$ cat config.mk
export PLATFORM = sky130hd
export DESIGN_NAME = shift_pipe_flat
export DESIGN_NICKNAME = d
export VERILOG_FILES = /design/src/rtl/shift_pkg.sv /design/src/rtl/shift_pipe_if.sv /design/src/rtl/shift_stage.sv /design/src/rtl/shift_pipe.sv /design/src/flat_wrapper.sv
export SDC_FILE = /design/constraint.sdc
export NUM_CORES = 1
export LEC_CHECK = 0
export CORE_AREA = 2 2 145 147
export CTS_CLUSTER_DIAMETER = 50
export DETAILED_ROUTE_END_ITERATION = 12
export DIE_AREA = 0 0 147 149
export GPL_TIMING_DRIVEN = 1
export PLACE_DENSITY = 0.66
export SLEW_MARGIN = 20
export SYNTH_ARGS = -nofsm -noshare
export SYNTH_HDL_FRONTEND = slang
export SYNTH_HIERARCHICAL = 1
export SYNTH_SLANG_ARGS = --single-unit
$ cat constraint.sdc
create_clock -name clock -period 5.1 [get_ports clock]
set_clock_uncertainty 0.05 [all_clocks]
set_input_delay 1.53 -clock clock [delete_from_list [all_inputs] [get_ports clock]]
set_output_delay 1.53 -clock clock [all_outputs]
set_load 0.03 [all_outputs]
$ cat src/rtl/shift_pkg.sv
// Shared definitions for the shift pipeline: operation encodings, datapath
// widths and the single-step conditional shift used by each stage.
package shift_pkg;

  localparam int DATA_W  = 32;
  localparam int SHAMT_W = 5;

  typedef enum logic [1:0] {
    OP_SLL = 2'b00,
    OP_SRA = 2'b01,
    OP_SRL = 2'b10,
    OP_ILL = 2'b11
  } op_t;

  // One shift of d by amt; the illegal op passes data through untouched.
  function automatic logic [DATA_W-1:0] shift_op(input op_t op,
                                                input logic [DATA_W-1:0] d,
                                                input logic [SHAMT_W-1:0] amt);
    logic [DATA_W-1:0] r;
    case (op)
      OP_SLL:  r = d << amt;
      OP_SRA:  r = DATA_W'($signed(d) >>> amt);
      OP_SRL:  r = d >> amt;
      default: r = d;
    endcase
    return r;
  endfunction

endpackage

$ cat src/rtl/shift_pipe_if.sv
// Operand/result handshake bundle of the shift pipeline.
interface shift_pipe_if #(parameter int TAG_W = 5) ();
  import shift_pkg::*;

  logic                in_valid;
  logic                in_ready;
  op_t                 in_op;
  logic [DATA_W-1:0]   in_data;
  logic [SHAMT_W-1:0]  in_shamt;
  logic [TAG_W-1:0]    in_tag;
  logic                out_valid;
  logic                out_ready;
  logic [DATA_W-1:0]   out_data;
  logic [TAG_W-1:0]    out_tag;
  logic                out_err;

  // Producer of operations / consumer of results.
  modport master (
    output in_valid, in_op, in_data, in_shamt, in_tag, out_ready,
    input  in_ready, out_valid, out_data, out_tag, out_err
  );

  // The shift pipeline itself.
  modport slave (
    input  in_valid, in_op, in_data, in_shamt, in_tag, out_ready,
    output in_ready, out_valid, out_data, out_tag, out_err
  );
endinterface

$ cat src/rtl/shift_stage.sv
// One pipeline slot: a set of conditional power-of-two shifts in front of a
// valid-qualified register. SH_W shamt bits are applied, bit j weighing
// 2**(SH_LSB+j). CARRY is opaque payload (tag, leftover shamt) moved along.
module shift_stage
  import shift_pkg::*;
#(
  parameter int SH_W    = 2,
  parameter int SH_LSB  = 3,
  parameter int CARRY_W = 8
) (
  input  logic               clock,
  input  logic               reset,
  input  logic               up_valid,
  output logic               up_ready,
  input  op_t                up_op,
  input  logic [DATA_W-1:0]  up_data,
  input  logic [SH_W-1:0]    up_sh,
  input  logic [CARRY_W-1:0] up_carry,
  output logic               dn_valid,
  input  logic               dn_ready,
  output op_t                dn_op,
  output logic [DATA_W-1:0]  dn_data,
  output logic [CARRY_W-1:0] dn_carry
);

  logic [DATA_W-1:0] shifted;

  // Chain of conditional shifts selected by this stage's shamt bits.
  always_comb begin
    shifted = up_data;
    for (int j = SH_W - 1; j >= 0; j--)
      if (up_sh[j]) shifted = shift_op(up_op, shifted, SHAMT_W'(1 << (SH_LSB + j)));
  end

  // Slot can load when empty or when its content leaves this cycle.
  assign up_ready = !dn_valid || dn_ready;

  // Slot register; payload only loads on a real transfer so a stalled or
  // empty slot keeps its contents.
  always_ff @(posedge clock or negedge reset) begin
    if (!reset) begin
      dn_valid <= 1'b0;
      dn_op    <= OP_SLL;
      dn_data  <= '0;
      dn_carry <= '0;
    end else if (up_ready) begin
      dn_valid <= up_valid;
      if (up_valid) begin
        dn_op    <= up_op;
        dn_data  <= shifted;
        dn_carry <= up_carry;
      end
    end
  end

endmodule

$ cat src/rtl/shift_pipe.sv
// Two-stage barrel shifter: S1 applies shamt[4:3] (16, 8), S2 applies
// shamt[2:0] (4, 2, 1). Elastic valid/ready handshake, tag rides along.
module shift_pipe
  import shift_pkg::*;
#(
  parameter int TAG_W = 5
) (
  input  logic         clock,
  input  logic         reset,
  shift_pipe_if.slave  bus
);

  localparam int REM_W = 3;  // shamt bits left for S2

  logic                     s1_valid;
  logic                     s2_ready;
  op_t                      s1_op;
  logic [DATA_W-1:0]        s1_data;
  logic [TAG_W+REM_W-1:0]   s1_carry;
  op_t                      s2_op;

  shift_stage #(.SH_W(2), .SH_LSB(3), .CARRY_W(TAG_W + REM_W)) u_s1 (
    .clock    (clock),
    .reset    (reset),
    .up_valid (bus.in_valid),
    .up_ready (bus.in_ready),
    .up_op    (bus.in_op),
    .up_data  (bus.in_data),
    .up_sh    (bus.in_shamt[4:3]),
    .up_carry ({bus.in_tag, bus.in_shamt[REM_W-1:0]}),
    .dn_valid (s1_valid),
    .dn_ready (s2_ready),
    .dn_op    (s1_op),
    .dn_data  (s1_data),
    .dn_carry (s1_carry)
  );

  shift_stage #(.SH_W(REM_W), .SH_LSB(0), .CARRY_W(TAG_W)) u_s2 (
    .clock    (clock),
    .reset    (reset),
    .up_valid (s1_valid),
    .up_ready (s2_ready),
    .up_op    (s1_op),
    .up_data  (s1_data),
    .up_sh    (s1_carry[REM_W-1:0]),
    .up_carry (s1_carry[REM_W +: TAG_W]),
    .dn_valid (bus.out_valid),
    .dn_ready (bus.out_ready),
    .dn_op    (s2_op),
    .dn_data  (bus.out_data),
    .dn_carry (bus.out_tag)
  );

  // Illegal op travels as its own encoding; reset op is SLL so err clears.
  assign bus.out_err = (s2_op == OP_ILL);

endmodule
$ cat src/flat_wrapper.sv
// flat-port wrapper written by rule: the top's interface ports become plain ports
module shift_pipe_flat import shift_pkg::*;
#(
  parameter int TAG_W = 5
)
  (clock, reset, bus_in_valid, bus_in_op, bus_in_data, bus_in_shamt, bus_in_tag, bus_out_ready, bus_in_ready, bus_out_valid, bus_out_data, bus_out_tag, bus_out_err);
  shift_pipe_if #(.TAG_W(TAG_W)) bus_i ();
  input  logic clock;
  input  logic reset;
  input wire logic [$bits(bus_i.in_valid)-1:0] bus_in_valid;
  input wire logic [$bits(bus_i.in_op)-1:0] bus_in_op;
  input wire logic [$bits(bus_i.in_data)-1:0] bus_in_data;
  input wire logic [$bits(bus_i.in_shamt)-1:0] bus_in_shamt;
  input wire logic [$bits(bus_i.in_tag)-1:0] bus_in_tag;
  input wire logic [$bits(bus_i.out_ready)-1:0] bus_out_ready;
  output wire logic [$bits(bus_i.in_ready)-1:0] bus_in_ready;
  output wire logic [$bits(bus_i.out_valid)-1:0] bus_out_valid;
  output wire logic [$bits(bus_i.out_data)-1:0] bus_out_data;
  output wire logic [$bits(bus_i.out_tag)-1:0] bus_out_tag;
  output wire logic [$bits(bus_i.out_err)-1:0] bus_out_err;
  assign bus_i.in_valid = bus_in_valid;
  assign bus_i.in_op = bus_in_op;
  assign bus_i.in_data = bus_in_data;
  assign bus_i.in_shamt = bus_in_shamt;
  assign bus_i.in_tag = bus_in_tag;
  assign bus_i.out_ready = bus_out_ready;
  assign bus_in_ready = bus_i.in_ready;
  assign bus_out_valid = bus_i.out_valid;
  assign bus_out_data = bus_i.out_data;
  assign bus_out_tag = bus_i.out_tag;
  assign bus_out_err = bus_i.out_err;
  shift_pipe #(.TAG_W(TAG_W)) u_core (.clock(clock), .reset(reset), .bus(bus_i));
endmodule
# Word-level counts from Yosys, hierarchy flattened
# Index checks and enable logic that the tools add are counted.
# Widths: inputs -> output; s select.
[classes] n_reduce_logical=8 n_mul=0 muxes=10 n_div=0 magnitude_cmp=0 n_bitwise=0 shifts=0 add_sub_neg=0 eq_ne=5
[ops] operator="$pmux 32 s3" n=5
[ops] operator="$mux 32" n=5
[ops] operator="$eq 2x2->1 const B" n=3
[ops] operator="$eq 2x1->1 const B" n=2
[ops] operator="$logic_not 2->1" n=2
[ops] operator="$reduce_and 2->1" n=2
[ops] operator="$logic_not 1->1" n=2
[ops] operator="$logic_or 1x1->1" n=2
[word_totals] inputBits=48 output_inout_bits=40 mem_bits_rw=0 register_bits=83 romBits=0 latch_bits=0 memories=0

# Logic depth before layout (Yosys ltp)
# Gate-level depths: netlist of run 1.
[depth] word_depth=7 depth_mapped=11 depth_no_buf=6

# Modules after synthesis
# Netlist of run 1, hierarchy kept.
[by_module_without_submodules] mod="shift_stage at u_core.u_s2" seq_area_each_um2=1001.0 cells_per_inst=669 n_inst=1 area_each_um2=4931.0
[by_module_without_submodules] mod="shift_stage at u_core.u_s1" seq_area_each_um2=1076.0 cells_per_inst=346 n_inst=1 area_each_um2=3044.2
[by_module_without_submodules] mod="shift_pipe" seq_area_each_um2=0.0 cells_per_inst=1 n_inst=1 area_each_um2=6.3

# Worst setup path after synthesis of run 1
# OpenSTA, ideal clock, no wires.
[synth_timing] path_type="input-to-output" from="in bus_out_ready" to="out bus_in_ready" cell_stages=2 path_slack_ps=1511 required_ps=3520 t_arrival_ps=2009 cell_sequence="nand2b_1 nand2b_1"
[synth_via] elab_chain_cells=2
[synth_rtl] item="start: declaration" line_no="flat_wrapper.sv:15" text="input wire logic [$bits(bus_i.out_ready)-1:0] bus_out_ready;"
[synth_rtl] item="$logic_or 1x1->1 (2 in series)" line_no="shift_stage.sv:36" text="assign up_ready = !dn_valid || dn_ready;"
[synth_rtl] item="end: declaration" line_no="flat_wrapper.sv:16" text="output wire logic [$bits(bus_i.in_ready)-1:0] bus_in_ready;"
# No other way between the ends.

# Final worst setup path of run 1
[layout_timing] from="in bus_out_ready" to="out bus_in_ready"
[layout_via] elab_chain_cells=2
[layout_rtl] item="$logic_or 1x1->1" line_no="shift_stage.sv:36"
[layout_rtl] item="via u_core.s2_ready" line_no="shift_pipe.sv:16" text="logic s2_ready;"
[layout_rtl] item="$logic_or 1x1->1" line_no="shift_stage.sv:36"
# The timed path passes the listed nets, and every way through them passes these cells.

==> results.json, run 1 <==
{
  "drc_errors": 0,
  "whs_ps": 413,
  "rows": 53,
  "worstHoldPathType": "flip-flop to flip-flop",
  "htree_levels": 3,
  "fin_total_pwr_uw": 3440,
  "die_w_um": 147,
  "cp_top_family": "buffers and inverters",
  "worst-path-buf-inv": 2,
  "outcome": "finished clean",
  "peakVddDrop_mv": 0.163,
  "synth_most_common_cell": "nand2_1",
  "cp_slowest_cell": "clkdlybuf4s50_1",
  "ys_async_sr_fraction": 1.00,
  "cts_tree": "built",
  "grt_max_degree": 74,
  "io_pins": 88,
  "track_usage": 0.256,
  "clkTransAtPathRegs_ps": 60,
  "overflow": 0,
  "ys_seq_area_frac": 0.260,
  "synthTopCellsByCount": "nand2_1 (136), dfrtp_1 (83), a21oi_1 (80)",
  "die_area_um2": 21900,
  "cp-end-kind": "primary output",
  "cts_root_buf": "clkbuf_16",
  "maxCapViolations": 0,
  "leakagePower_uw": 0.00341,
  "syn_area_um2": 7980,
  "worst_pin_slew_ps": 918,
  "layout-drive-gt1-share": 0.0939,
  "place_inst": 1303,
  "grt_pass1_vias": 7718,
  "synth_cell_type_count": 84,
  "start_util": 0.388,
  "ctsHoldBuffers": 0,
  "port_buffers": 87,
  "r2r_start": "u_core/u_s1/dn_op[1]",
  "crit_start": "bus_out_ready",
  "max-slew-margin-rel": 0.388,
  "critical_path_arrival_ps": 2980,
  "period_needed_ps": 4560,
  "setup_tns_ps": 0,
  "critPathLaunchType": "input port",
  "reg2reg_depth": 6,
  "ys.warnings.count": 6,
  "viasPerCell": 6.55,
  "cts_buffer_depth": 2,
  "postSynthNetCount": 1064,
  "syn_avg_cell_area_um2": 7.86,
  "postCtsSetupRepairBufs": 0,
  "post_drt_wl_per_cell_um": 21.6,
  "cp.depth": 4,
  "grt_pass1_wl_um": 44800,
  "ys_ff_latch": 83,
  "max_freq_mhz": 219,
  "rsz0062_at_grt": "false",
  "grt_antenna_before_repair": 0,
  "cts_resized": 0,
  "synthTopCellsByArea": "dfrtp_1 (26%), nand2_1 (6.4%), a21oi_1 (5.0%), o21ai_0 (3.9%), a22oi_1 (3.3%)",
  "synth_top_area_share": 0.260,
  "required_ps": 3520,
  "syn_inst": 1016,
  "final_cells": 1319,
  "crit_chain": "clkdlybuf4s50_1 -> nand2b_1 -> nand2b_1 -> clkdlybuf4s50_1",
  "cts_buffers": 9,
  "fp.dieH_um": 149,
  "clk_latency_ps": 350,
  "pwr_density_cell_nw_per_um2": 378,
  "slowest_delay_ps": 680,
  "place_congestion": 0.991,
  "finalHoldViolations": 0,
  "final_max_slew_viol_count": 0,
  "dominantRegCellSynth": "dfrtp_1",
  "wl_um": 28400,
  "crit_fanout": 4,
  "dr.pass1.iters": 6,
  "setup_viol": 0,
  "syn2layout_area_growth_pct": 13.9,
  "drtAntennaViolNets": 0,
  "drt_iter0_markers": 1210,
  "synth_top_cell_by_area": "dfrtp_1",
  "clock-sinks": 83,
  "synth_edf_count": 0,
  "path_class": "input port to primary output",
  "nets": 1087,
  "fin_crit_sh": 0.893,
  "hpwl_um": 20600,
  "vias": 8643,
  "core_area_um2": 20600,
  "num_antenna_cells": 0,
  "fillerInstances": 2095,
  "min_path_cells": 2,
  "min_from": "u_core/u_s1/dn_carry[4]"
}
## power breakdown
part / total (uW) / switching [uW] / internal, uW
registers: 1040 / 227 / 818
logic: 1740 / 1060 / 682
clock network: 655 / 273 / 382
## path summary, 6_finish.rpt
kind / end / slack (ps)
max in group asynchronous: u_core/u_s1/dn_carry[2] / 3000
min in group asynchronous: u_core/u_s2/dn_data[4] / 1240
setup / recovery: bus_in_ready / 540
hold reg to reg: u_core/u_s2/dn_carry[1] / 410
hold / removal: u_core/u_s2/dn_carry[1] / 410
setup reg to reg: u_core/u_s2/dn_data[20] / 1760
## layout by cell type, fill, tap and decap left out, types with 8 or more instances in the layout
cell	n
a311oi_1	8
o21ai_1	13
nor3_1	14
nand3_1	13
o21ai_0	62
a211oi_1	14
mux2i_1	24
a31oi_1	16
buf_4	27
a21oi_1	80
nand2b_1	29
mux2_2	19
nor2b_1	24
a22o_1	9
inv_1	11
o22a_1	22
and2_1	17
nand2_1	136
nand3b_1	9
o31ai_1	10
a22oi_1	35
clkdlybuf4s50_1	85
o22ai_1	33
nor2_1	58
clkbuf_16	9
a221oi_1	9
dfrtp_1	80
o211ai_1	18
## kinds of logic (layout without fill, tap and decap cells)
| group | Yosys count | in the layout | share of synthesized area |
|---|---|---|---|
| AOI/OAI and AO/OA | 434 | 434 | 0.388 |
| and+or+nand+nor | 336 | 336 | 0.205 |
| buffers and inverters | 115 | 143 | 0.0814 |
| DFF | 83 | 83 | 0.260 |
| muxes | 45 | 45 | 0.0602 |
| xor gates and xnor gates | 2 | 2 | 0.00314 |
| adders and majority gates | 1 | 1 | 0.00141 |
## per-layer routing
metal,track usage,share of wire,vias up
li1,-,-,3927
met1,0.376,0.44,4096
met2,0.384,0.43,563
met3,0.0327,0.10,57
met4,0.0947,0.028,0
met5,0,0,-
## state kept, by name, summed over array words and instances, names as in the netlist
name                  cells
u_core/u_s1/dn_carry      8
u_core/u_s1/dn_data      32
u_core/u_s1/dn_op         2
u_core/u_s1/dn_valid      1
u_core/u_s2/dn_carry      5
u_core/u_s2/dn_data      32
u_core/u_s2/dn_op         2
u_core/u_s2/dn_valid      1
## metrics by stage
stage | area, um2 | util | setup slack, ps
after floorplan | 7980 | - | 1510
final | 9090 | 0.442 | 544
after CTS | 9090 | 0.442 | 538
after global routing | 9090 | 0.442 | 475
after detailed placement | 8790 | 0.428 | 543
after global placement | 8790 | 0.428 | 546
## worst min-delay path, delay by kind of cell (launching register included)
| family | cells | cell delay, ps |
|---|---|---|
| AND/OR/NAND/NOR | 2 | 90 |
| flip-flops | 1 | 340 |
## final cells by class
class                   instances  area [um2]  share of cell area
clock buffers                   9         225              0.0248
clock inverters                 7        73.8             0.00812
inverters                      14        52.6             0.00578
multi-input cells             818        5260               0.578
flip-flops and latches         83        2080               0.229
well taps                     275         344              0.0378
repair buffers                113        1060               0.116
Note: power is estimated with default switching activity, not from simulation.
==> run 2: changes to the inputs <==
--- a/config.mk
+++ b/config.mk
@@ -5,12 +5,12 @@
 export SDC_FILE = /design/constraint.sdc
 export NUM_CORES = 1
 export LEC_CHECK = 0
-export CORE_AREA = 2 2 145 147
+export CORE_AREA = 2 2 124 126
 export CTS_CLUSTER_DIAMETER = 50
 export DETAILED_ROUTE_END_ITERATION = 12
-export DIE_AREA = 0 0 147 149
+export DIE_AREA = 0 0 126 128
 export GPL_TIMING_DRIVEN = 1
-export PLACE_DENSITY = 0.66
+export PLACE_DENSITY = 0.84
 export SLEW_MARGIN = 20
 export SYNTH_ARGS = -nofsm -noshare
 export SYNTH_HDL_FRONTEND = slang
==> run 2 against run 1 <==
Via count grew 3.2%. Total power is 0.25% higher. Flip-flop and latch count unchanged. Register-to-register slack got worse by 140 ps. Critical endpoint unchanged. Hold slack gained 11 ps.
==> results.json, run 2 (synthesis gave the netlist of run 1 again) <==
{
  "clkTransAtPathRegs_ps": 60,
  "peakVddDrop_mv": 0.187,
  "fillerInstances": 1375,
  "stdcell_area_um2": 8960,
  "critPathLaunchType": "input port",
  "clk_latency_ps": 350,
  "place_congestion": 1.07,
  "htree_levels": 3,
  "maxCapViolations": 0,
  "cts_tree": "built",
  "track_usage": 0.335,
  "postPlaceCellArea_um2": 8660,
  "die_area_um2": 16100,
  "rsz0062_at_grt": "false",
  "layout_commonest_cell": "nand2_1",
  "layout-drive-gt1-share": 0.0903,
  "crit_fanout": 4,
  "drt_iter0_markers": 1443,
  "syn2layout_area_growth_pct": 12.3,
  "rows": 45,
  "final_max_slew_viol_count": 0,
  "period_needed_ps": 4570,
  "place_inst": 1213,
  "post_drt_wl_per_cell_um": 22.5,
  "num_antenna_cells": 0,
  "fp.dieH_um": 128,
  "grt_pass1_wl_um": 43500,
  "port_buffers": 87,
  "grt_pass1_vias": 7831,
  "fin_total_pwr_uw": 3450,
  "drtAntennaViolNets": 0,
  "grt_antenna_before_repair": 0,
  "final_cell_mix": "nand2_1 (136), clkdlybuf4s50_1 (85), a21oi_1 (80), dfrtp_1 (80), o21ai_0 (62)",
  "drc_errors": 0,
  "top_regs": "u_core/u_s1/dn_data x32, u_core/u_s2/dn_data x32, u_core/u_s1/dn_carry x8",
  "worstHoldPathType": "flip-flop to flip-flop",
  "start_util": 0.537,
  "nets": 1084,
  "pwr_density_cell_nw_per_um2": 385,
  "worst_pin_slew_ps": 1100,
  "dr.pass1.iters": 8,
  "cts_resized": 0,
  "vias": 8920,
  "cts_root_buf": "clkbuf_16",
  "required_ps": 3520,
  "path_class": "input port to primary output",
  "viasPerCell": 7.26,
  "leakagePower_uw": 0.00339,
  "max-slew-margin-rel": 0.267,
  "cts_buffer_depth": 2,
  "finalHoldViolations": 0,
  "ctsHoldBuffers": 0,
  "final_cells": 1229,
  "wl_um": 27700,
  "overflow": 0,
  "postCtsSetupRepairBufs": 0,
  "setup_viol": 0,
  "clock-sinks": 83,
  "core_area_um2": 14900,
  "fin_crit_sh": 0.895,
  "io_pins": 88,
  "cp-end-kind": "primary output",
  "die_w_um": 126,
  "grt_max_degree": 60,
  "setup_tns_ps": 0,
  "cts_buffers": 9,
  "hpwl_um": 19400,
  "max_freq_mhz": 219,
  "outcome": "finished clean",
  "critical_path_arrival_ps": 2990
}
-- run 2: final cells by class --
class                   count  area (um2)  area share
well taps                 188         235      0.0262
clock inverters             6        71.3     0.00796
flip-flops and latches     83        2080       0.232
multi-input cells         818        5260       0.586
clock buffers              10         229      0.0255
repair buffers            110        1040       0.116
inverters                  14        52.6     0.00586
-- run 2: critical path, cell delays in order --
cell and delay, ps:
clkdlybuf4s50_1 440, nand2b_1 150, nand2b_1 180, clkdlybuf4s50_1 690
-- run 2: through the flow --
step	utilization	hold slack (ps)	setup slack (ps)
floorplan	-	389	1510
global placement	0.583	397	562
detailed placement	0.583	404	536
CTS	0.603	427	525
global route	0.603	460	459
finish	0.603	424	535
-- run 2: path summary, 6_finish.rpt --
path	from	endpoint	slack, ps	cells after the start
worst max-delay path	bus_out_ready	bus_in_ready	530	4
worst min-delay path	u_core/u_s1/dn_carry[5]	u_core/u_s2/dn_carry[2]	420	2
worst max register to register	u_core/u_s1/dn_op[1]	u_core/u_s2/dn_data[8]	1620	7
worst min register to register	u_core/u_s1/dn_carry[5]	u_core/u_s2/dn_carry[2]	420	2
max in group asynchronous	reset	u_core/u_s2/dn_carry[3]	2960	2
min in group asynchronous	reset	u_core/u_s2/dn_data[8]	1170	1
-- run 2: power breakdown --
group / switching, uW / internal [uW] / total [uW]
sequential: 227 / 818 / 1040
combinational: 1060 / 679 / 1740
clock: 280 / 385 / 665
-- run 2: per-layer routing --
metal | wire (um) | vias to the layer above | track usage
met5 | 0 | - | 0
met4 | 1250 | 0 | 0.146
met3 | 3700 | 135 | 0.0772
met2 | 11900 | 727 | 0.503
met1 | 10800 | 4129 | 0.463
li1 | - | 3929 | -
